===== src/rtl/cmd_rx_port_if.sv =====
// Processor-side port bus plus the serial receive stream feeding cmd_rx_port.
// master = processor/receiver side, slave = the receive buffer itself.
interface cmd_rx_port_if;
  logic [7:0] rx_data;
  logic       rx_valid;
  logic [7:0] port_id;
  logic [7:0] port_out;
  logic       write_strobe;
  logic       read_strobe;
  logic       interrupt_ack;
  logic [7:0] port_in;
  logic       interrupt;
  logic       overflow;

  modport master (
    output rx_data, rx_valid, port_id, port_out, write_strobe, read_strobe, interrupt_ack,
    input  port_in, interrupt, overflow
  );

  modport slave (
    input  rx_data, rx_valid, port_id, port_out, write_strobe, read_strobe, interrupt_ack,
    output port_in, interrupt, overflow
  );
endinterface


===== src/rtl/cmd_rx_port.sv =====
// Port-mapped receive FIFO in front of the command-control processor: buffers
// serial bytes, exposes data/status/count ports and a level interrupt.
module cmd_rx_port #(
  parameter int         DEPTH_LOG2  = 4,
  parameter logic [7:0] DATA_PORT   = 8'h00,
  parameter logic [7:0] STATUS_PORT = 8'h01,
  parameter logic [7:0] COUNT_PORT  = 8'h02,
  parameter logic [7:0] CTRL_PORT   = 8'h03
) (
  input  logic         clk,
  input  logic         reset,
  cmd_rx_port_if.slave bus
);

  localparam int DEPTH = 1 << DEPTH_LOG2;
  localparam logic [DEPTH_LOG2:0] FULL_COUNT = {1'b1, {DEPTH_LOG2{1'b0}}};

  typedef logic [DEPTH_LOG2-1:0] ptr_t;
  typedef logic [DEPTH_LOG2:0]   cnt_t;

  logic [7:0] mem [DEPTH];
  ptr_t       wr_ptr, rd_ptr, rd_ptr_inc;
  cnt_t       count;
  logic       overflow_q;
  logic       int_en;
  logic       interrupt_q;
  logic [7:0] port_in_q;

  logic       empty, full;
  logic       ctrl_wr, flush, clr_ovf;
  logic       pop, push_ok, push_rej;
  logic [7:0] status;
  logic [7:0] head_next;
  logic [7:0] port_in_next;

  always_comb begin
    empty      = (count == '0);
    full       = (count == FULL_COUNT);
    ctrl_wr    = bus.write_strobe && (bus.port_id == CTRL_PORT);
    flush      = ctrl_wr && bus.port_out[1];
    clr_ovf    = ctrl_wr && bus.port_out[2];
    pop        = bus.read_strobe && (bus.port_id == DATA_PORT) && !empty;
    // Flush dominates a concurrent push: the byte is discarded, not counted as overflow.
    push_ok    = bus.rx_valid && (!full || pop) && !flush;
    push_rej   = bus.rx_valid && full && !pop && !flush;
    rd_ptr_inc = rd_ptr + 1'b1;
    status     = {4'b0000, int_en, overflow_q, full, !empty};
  end

  // Look ahead to the post-pop head so back-to-back DATA reads need no bubble.
  // A byte pushed in the same cycle becomes that head when only one was queued.
  always_comb begin
    head_next = mem[rd_ptr];
    if (pop) begin
      if (push_ok && (wr_ptr == rd_ptr_inc)) head_next = bus.rx_data;
      else                                   head_next = mem[rd_ptr_inc];
    end
  end

  always_comb begin
    // NOTE: every output of an always_comb gets a default first so no path infers a latch.
    port_in_next = 8'h00;
    case (bus.port_id)
      DATA_PORT:   port_in_next = head_next;
      STATUS_PORT: port_in_next = status;
      COUNT_PORT:  port_in_next = {{(7 - DEPTH_LOG2){1'b0}}, count};
      default:     port_in_next = 8'h00;
    endcase
  end

  // NOTE: the storage array carries no reset; pointers and count define validity.
  always_ff @(posedge clk) begin
    if (push_ok) mem[wr_ptr] <= bus.rx_data;
  end

  // NOTE: state registers use non-blocking assignments so every flop samples pre-edge values.
  always_ff @(posedge clk or posedge reset) begin
    if (reset) begin
      wr_ptr <= '0;
      rd_ptr <= '0;
      count  <= '0;
    end else if (flush) begin
      wr_ptr <= '0;
      rd_ptr <= '0;
      count  <= '0;
    end else begin
      if (push_ok) wr_ptr <= wr_ptr + 1'b1;
      if (pop)     rd_ptr <= rd_ptr_inc;
      case ({push_ok, pop})
        2'b10:   count <= count + 1'b1;
        2'b01:   count <= count - 1'b1;
        default: count <= count;
      endcase
    end
  end

  // A rejected push outranks a same-cycle clear so no loss goes unreported.
  always_ff @(posedge clk or posedge reset) begin
    if (reset)         overflow_q <= 1'b0;
    else if (push_rej) overflow_q <= 1'b1;
    else if (clr_ovf)  overflow_q <= 1'b0;
  end

  always_ff @(posedge clk or posedge reset) begin
    if (reset)        int_en <= 1'b0;
    else if (ctrl_wr) int_en <= bus.port_out[0];
  end

  always_ff @(posedge clk or posedge reset) begin
    if (reset) begin
      interrupt_q <= 1'b0;
      port_in_q   <= 8'h00;
    end else begin
      interrupt_q <= int_en && !empty && !bus.interrupt_ack;
      port_in_q   <= port_in_next;
    end
  end

  assign bus.port_in   = port_in_q;
  assign bus.interrupt = interrupt_q;
  assign bus.overflow  = overflow_q;

endmodule


===== src/flat_wrapper.sv =====
// flat-port wrapper written by rule: the top's interface ports become plain ports
module cmd_rx_port_flat 
#(
  parameter int         DEPTH_LOG2  = 4,
  parameter logic [7:0] DATA_PORT   = 8'h00,
  parameter logic [7:0] STATUS_PORT = 8'h01,
  parameter logic [7:0] COUNT_PORT  = 8'h02,
  parameter logic [7:0] CTRL_PORT   = 8'h03
)
  (clk, reset, bus_rx_data, bus_rx_valid, bus_port_id, bus_port_out, bus_write_strobe, bus_read_strobe, bus_interrupt_ack, bus_port_in, bus_interrupt, bus_overflow);
  cmd_rx_port_if bus_i ();
  input  logic clk;
  input  logic reset;
  input wire logic [$bits(bus_i.rx_data)-1:0] bus_rx_data;
  input wire logic [$bits(bus_i.rx_valid)-1:0] bus_rx_valid;
  input wire logic [$bits(bus_i.port_id)-1:0] bus_port_id;
  input wire logic [$bits(bus_i.port_out)-1:0] bus_port_out;
  input wire logic [$bits(bus_i.write_strobe)-1:0] bus_write_strobe;
  input wire logic [$bits(bus_i.read_strobe)-1:0] bus_read_strobe;
  input wire logic [$bits(bus_i.interrupt_ack)-1:0] bus_interrupt_ack;
  output wire logic [$bits(bus_i.port_in)-1:0] bus_port_in;
  output wire logic [$bits(bus_i.interrupt)-1:0] bus_interrupt;
  output wire logic [$bits(bus_i.overflow)-1:0] bus_overflow;
  assign bus_i.rx_data = bus_rx_data;
  assign bus_i.rx_valid = bus_rx_valid;
  assign bus_i.port_id = bus_port_id;
  assign bus_i.port_out = bus_port_out;
  assign bus_i.write_strobe = bus_write_strobe;
  assign bus_i.read_strobe = bus_read_strobe;
  assign bus_i.interrupt_ack = bus_interrupt_ack;
  assign bus_port_in = bus_i.port_in;
  assign bus_interrupt = bus_i.interrupt;
  assign bus_overflow = bus_i.overflow;
  cmd_rx_port #(.DEPTH_LOG2(DEPTH_LOG2), .DATA_PORT(DATA_PORT), .STATUS_PORT(STATUS_PORT), .COUNT_PORT(COUNT_PORT), .CTRL_PORT(CTRL_PORT)) u_core (.clk(clk), .reset(reset), .bus(bus_i));
endmodule

===== config.mk =====
export PLATFORM = sky130hd
export DESIGN_NAME = cmd_rx_port_flat
export DESIGN_NICKNAME = d
export VERILOG_FILES = /design/src/rtl/cmd_rx_port_if.sv /design/src/rtl/cmd_rx_port.sv /design/src/flat_wrapper.sv
export SDC_FILE = /design/constraint.sdc
export NUM_CORES = 1
export LEC_CHECK = 0
export CAP_MARGIN = 20
export CORE_ASPECT_RATIO = 1.4
export CORE_UTILIZATION = 50
export CTS_CLUSTER_SIZE = 12
export DETAILED_ROUTE_END_ITERATION = 8
export PLACE_DENSITY = 0.68
export SLEW_MARGIN = 25
export SYNTH_ARGS = -nofsm -noshare
export SYNTH_HDL_FRONTEND = slang
export SYNTH_SLANG_ARGS = --single-unit

===== constraint.sdc =====
create_clock -name clk -period 3.8 [get_ports clk]
set_clock_uncertainty 0.15 [all_clocks]
set_input_delay 0.38 -clock clk [delete_from_list [all_inputs] [get_ports clk]]
set_output_delay 0.38 -clock clk [all_outputs]
set_load 0.01 [all_outputs]

# Yosys cells after proc, flatten, opt, wreduce, memory -nomap -nowiden
# Memory sizes are Yosys's and may differ from the RTL's.
# Index checks and enable logic that the tools add are counted.
# op_classes
add_sub_neg	4
eq_ne	7
n_mux	13
n_reduce_logical	25
# ops
op	n
case mux 8 bit (3 select lines)	1
== test 8 x 2 -> 1 bit, second input constant	2
two-way mux 4 bit	4
two-way mux 8 bit	2
logical AND 1 bit	13
case mux 5 bit (2 select lines)	1
adder 4 x 1 -> 4 bit, second input constant	2
== test 8 x 1 -> 1 bit, second input constant	1
zero test 8 bit	1
nonzero test 2 bit	3
adder 5 x 1 -> 5 bit, second input constant	1
== test 5 bit, second input constant	1
zero test 1 bit	5
zero test 5 bit	1
two-way mux 5 bit	1
subtractor 5 x 1 -> 5 bit, second input constant	1
== test 4 bit	1
two-way mux 1 bit	4
nonzero test 3 bit	1
== test 2 x 1 -> 1 bit, second input constant	1
== test 2 bit, second input constant	1
logical OR 1 bit	1
# word_totals
reg_bits	24
ram_bits	128
out_inout_bits	10
wordCells	57
mem_count	1
# mem_list
name	words	word_bits	read_ports	rd_clocked_by_memory_dff	write_ports	line_no	rtl
u_core.mem	16	8	2	0	1	cmd_rx_port.sv:21	logic [7:0] mem [DEPTH];

# Logic depth before layout (Yosys ltp)
# logic_depth
word_depth	10
mapped_depth	12

# Least setup slack after synthesis
# No wires, ideal clock.
# synth_path
kind	input to register
startpoint	input bus_port_id[0]
endpoint	register u_core.count[4]
setup_ns	0.078
arrival_time_ns	2.883
required_ns	3.572
slack_ns	0.689
stages	11
path_cell_list	clkbuf_1 -> or4_1 -> nor3_1 -> nand2_1 -> xnor2_1 -> ha_1 -> or3_1 -> a41o_1 -> a211o_1 -> a21o_1 -> a21oi_1
# synth_between
elab_chain_len	9
word_cells_on_any_way	15
cone_classes	eq/ne: 3; mux: 2; reduce/logical: 10
# synth_lines
element	line_no	rtl
start, declared	flat_wrapper.sv:16	input wire logic [$bits(bus_i.port_id)-1:0] bus_port_id;
zero test 8 bit	cmd_rx_port.sv:42	pop = bus.read_strobe && (bus.port_id == DATA_PORT) && !empty;
logical AND 1 bit (2 in a row)	cmd_rx_port.sv:42	
logical OR 1 bit	cmd_rx_port.sv:44	push_ok = bus.rx_valid && (!full || pop) && !flush;
logical AND 1 bit (2 in a row)	cmd_rx_port.sv:44	
== test 2 x 1 -> 1 bit or == test 2 bit (tied branches)	cmd_rx_port.sv:89	case ({push_ok, pop})
case mux 5 bit (2 select lines)	cmd_rx_port.sv:89	
two-way mux 5 bit	cmd_rx_port.sv:82	end else if (flush) begin
end signal, assigned	cmd_rx_port.sv:90	2'b10: count <= count + 1'b1;
end signal, assigned	cmd_rx_port.sv:91	2'b01: count <= count - 1'b1;
end signal, assigned	cmd_rx_port.sv:92	default: count <= count;
end, declared	cmd_rx_port.sv:23	cnt_t count;
# Several ways; a longest one is shown, not always the timed one.
# A chain may end at the register's enable or synchronous reset.

# Worst setup path after layout
# layout_path
startpoint	input bus_port_id[7]
endpoint	register u_core.count[4]
# Same word-level chain as after synthesis.

==> results.md <==
- In the global route stage, overall resource usage came out at 0.2507.
- The final sum of negative setup slack is 0 ns.
- The synthesized-area fraction occupied by ao, oa, aoi and oai cells is 0.05161.
- The repair_antennas step left the layout with diodes totalling 0.
- The run finished with clean final reports.
- The top achievable clock speed is 0.3187 GHz.
- The total of max-cap violations is 0.
- The number of port buffers is 34.
- Across the whole layout, storage elements account for 4449 µm².
- The leakage power is 0.002916 µW.
- The adder and majority cell fraction of the synthesized area is 0.01002.
- The ratio of total power to cell area is 535.5 nW/µm².
- The critical path is of the input pin to flip-flop type.
- The die outline area is 15480 µm².
- The post-CTS setup buffer count is 0.
- In the final layout, the share of cells above drive strength 1 is 0.2704.
- IR analysis of the VDD net gives a maximum drop of 257.9 µV.
- The layer flagged by global routing as most heavily used is met2.
- The data arrival time at the worst-slack endpoint is 3.32 ns.
- The initial antenna violation count is 0.
- The HPWL after detailed placement is 11840 µm.
- The count of flip-flops with a built-in enable after synthesis is 128.
- Setup violations remaining at the end of the flow were counted as 0.
- After detailed routing, the number of remaining DRC violations is 0.
- Entering global routing, the biggest net connects 35 pins.
- The number of DRC violations after detailed-routing iteration 0 is 411.
- The clock passes through at most 2 buffers.
- The number of nets handed over by synthesis was 477.
- Of the post-synthesis cell area, the part taken by muxes is 0.2397.
- The number of global-route vias before repair is 4646.
- Clock tree synthesis found a total of 152 sinks.
- In this run, post-CTS repair resized a total of 0 instances.
- The tightest min-delay check is of the input pin to async pin type.
- The relative slew slack is 0.4889.
- Of the total synthesized cell area, the portion taken by XOR and XNOR cells is 0.01520.
- Dividing the detail-routed wire length by the instance count gives 26.32 µm.
- TritonCTS created 17 clock buffers.
- In the synthesized netlist the dominant register cell turns out to be sky130_fd_sc_hd__edfxtp_1.
- For this run, global-route usage on met2 was measured as 0.4063.
- The commonest cells after synthesis are sky130_fd_sc_hd__edfxtp_1, sky130_fd_sc_hd__mux4_2, sky130_fd_sc_hd__dfrtp_1, sky130_fd_sc_hd__nor2_1, sky130_fd_sc_hd__nand2_1.
- In the final design database the tool counted 526 nets.
- The global-route wire length before repair is 27360 µm.
- Among all cell types in the netlist, the one instantiated most often is sky130_fd_sc_hd__edfxtp_1.
- In this run the horizontal extent of the chip is 105.4 µm.
- The library cell with the largest summed area after synthesis is sky130_fd_sc_hd__edfxtp_1.
- The type of element launching the critical path is an input pin.
- Synthesis produced 441 cells.
- In this run the standard cell core region covers 14570 µm².
- The clock tree from TritonCTS is done.
- Setup repair after global routing left no endpoint under its margin.
- In this run, synthesis produced a sequential element count of 152.
- The H-tree was split into 4 levels.
- Of all nets on the critical path, the largest fanout is 4.
- In this run, post-CTS hold repair placed 0 buffers.
- The total detailed-routing wirelength is 18210 µm.
- The final period utilization is 0.8258.
- The clock transition at the registers of the reported paths is 0.06 ns.
- The starting utilization of the core area is 0.5140.
- The sequential-to-total area share from yosys stat is 0.5933.
- Routability-driven placement finished with a final weighted congestion of 0.8318.
- At the pin with the least slew margin, the transition time is 0.7667 ns.
- The count of synthesis-stage warnings from yosys is 0.
- The nature of the critical path endpoint is a flip-flop.
- In this run the cell area of the synthesized design comes to 7491 µm².
- The endpoint required time on the critical path is 3.98 ns.
- The met3 track demand over resource in global routing is 0.04836.
- The placed cell area is 8133 µm².
- The count of nets left with antenna violations once routing finished came out at 0.
- The latest clock arrival within the worst-skew pair is 0.41 ns.
- Summed over all layers, the global routing overflow is 0.
- In the post-synthesis netlist, the biggest area contributors are sky130_fd_sc_hd__edfxtp_1, sky130_fd_sc_hd__mux4_2, sky130_fd_sc_hd__dfrtp_1, sky130_fd_sc_hd__mux2i_1, sky130_fd_sc_hd__and2_1.
- The number of distinct library cells after synthesis is 49.
- The number of fill cells in the layout is 1084.
- In the synthesized netlist the async set-or-reset flop fraction comes to 0.1579.
- In this run the core area contains 52 standard-cell rows.
- The area taken by multi-input logic gates is 2900 µm².
- The power consumption is 4662 µW.
- The post-detailed-route via-to-cell ratio is 6.569.
- The count of boundary I/O pins is 40.
- The met1 capacity usage during global routing is 0.3245.
- In this run the mean area of a mapped cell was 16.99 µm².
- The number of hold-slack violations in the final timing report is 0.
- Of the total synthesized cell area, the portion taken by AND, OR, NAND and NOR gates is 0.06965.
- The number of pins exceeding their max-slew limit in the final report came to 0.
- Measured along the y axis, the die boundary spans 146.8 µm.
- The cell chosen for the clock root is sky130_fd_sc_hd__clkbuf_16.
- The area growth from synthesis to layout is 16.24%.
- Subtracting the final worst setup slack from the clock period gives 3.138 ns.
- The count of TritonRoute iterations in the first routing pass is 5.
- The share of synthesized area in the top cell type comes to 0.5131.
- For this block, the via count after detailed routing is 4546.
- The area of all placed cells without fillers is 8707 µm².
- By area, the combinational part of the netlist is dominated by multiplexers.
[kinds of logic (layout without fill, tap and decap cells)]
logic type,after synthesis,after routing
compound gates,57,57
xor+xnor,13,13
buf+inv,34,96
fa+ha+maj,6,6
flops,152,152
simple gates,89,89
mux,90,90
[cell usage in the layout (no fill, tap or decap), types with 6 or more instances in the layout]
master,n
sky130_fd_sc_hd__xnor2_1,6
sky130_fd_sc_hd__ha_1,6
sky130_fd_sc_hd__nor2_1,18
sky130_fd_sc_hd__xor2_1,6
sky130_fd_sc_hd__dfrtp_1,22
sky130_fd_sc_hd__mux2i_1,14
sky130_fd_sc_hd__clkbuf_16,17
sky130_fd_sc_hd__clkdlybuf4s50_1,34
sky130_fd_sc_hd__mux4_2,71
sky130_fd_sc_hd__and2_1,12
sky130_fd_sc_hd__a21oi_1,10
sky130_fd_sc_hd__buf_4,25
sky130_fd_sc_hd__o21ai_0,11
sky130_fd_sc_hd__edfxtp_1,128
sky130_fd_sc_hd__nand2_1,17
sky130_fd_sc_hd__a22oi_1,8
sky130_fd_sc_hd__and3_1,8
[report_power, final]
| group | switching [µW] | leakage (µW) | internal (µW) |
|---|---|---|---|
| clock network | 655 | 0.000275 | 986 |
| registers | 190 | 0.00147 | 2010 |
| logic | 436 | 0.00117 | 386 |
[stage by stage]
stage | hold slack [ns] | cells | setup WS (ns) | utilization
global placement | 0.3575 | 660 | 0.3298 | 0.5580
CTS | 0.3489 | 692 | 0.6526 | 0.5974
detailed placement | 0.3568 | 660 | 0.2477 | 0.5580
finish | 0.1857 | 692 | 0.6619 | 0.5974
global route | 0.2285 | 692 | 0.4931 | 0.5974
floorplan | 0.2446 | 441 | 0.6888 | -
[routing by layer]
layer / share of wire / up-vias
met5: 0 / -
met4: 0.043 / 0
met3: 0.071 / 50
met2: 0.50 / 241
met1: 0.38 / 2339
li1: - / 1916
[flip-flops by register name, summed over array words and instances, names as in the netlist]
register and cells:
u_core.mem 128, u_core.bus.port_in 8, u_core.int_en 1, u_core.count 5
u_core.wr_ptr 4, u_core.bus.interrupt 1, u_core.bus.overflow 1, u_core.rd_ptr 4
[layout make-up]
| class | instances | share of cell area |
|---|---|---|
| tap | 189 | 0.02716 |
| clock buffer | 21 | 0.05173 |
| sequential | 152 | 0.5110 |
| multi-input combinational | 255 | 0.3331 |
| inverter | 5 | 0.002155 |
| timing repair buffer | 59 | 0.06064 |
| clock inverter | 11 | 0.01423 |
[critical path, stage by stage]
cell	delay (ns)
sky130_fd_sc_hd__clkdlybuf4s50_1	0.46
sky130_fd_sc_hd__or4_1	0.59
sky130_fd_sc_hd__nor3_1	0.27
sky130_fd_sc_hd__nand2_1	0.11
sky130_fd_sc_hd__xnor2_1	0.13
sky130_fd_sc_hd__ha_1	0.24
sky130_fd_sc_hd__or3_1	0.31
sky130_fd_sc_hd__a41o_1	0.28
sky130_fd_sc_hd__a211o_1	0.26
sky130_fd_sc_hd__a21o_1	0.17
sky130_fd_sc_hd__a21oi_1	0.12
[worst paths after layout]
kind | start | end | slack [ns] | cells after the start
worst max-delay path | bus_port_id[7] | u_core.count[4] | 0.66 | 11
worst min-delay path | reset | u_core.count[3] | 0.19 | 2
worst max register to register | u_core.rd_ptr[0] | u_core.bus.port_in[1] | 0.66 | 7
worst min register to register | u_core.bus.overflow | u_core.bus.overflow | 0.37 | 1
max in group asynchronous | reset | u_core.rd_ptr[0] | 2.90 | 2
min in group clk | bus_interrupt_ack | u_core.bus.interrupt | 0.36 | 2
Note: power is estimated with default switching activity, not from simulation.
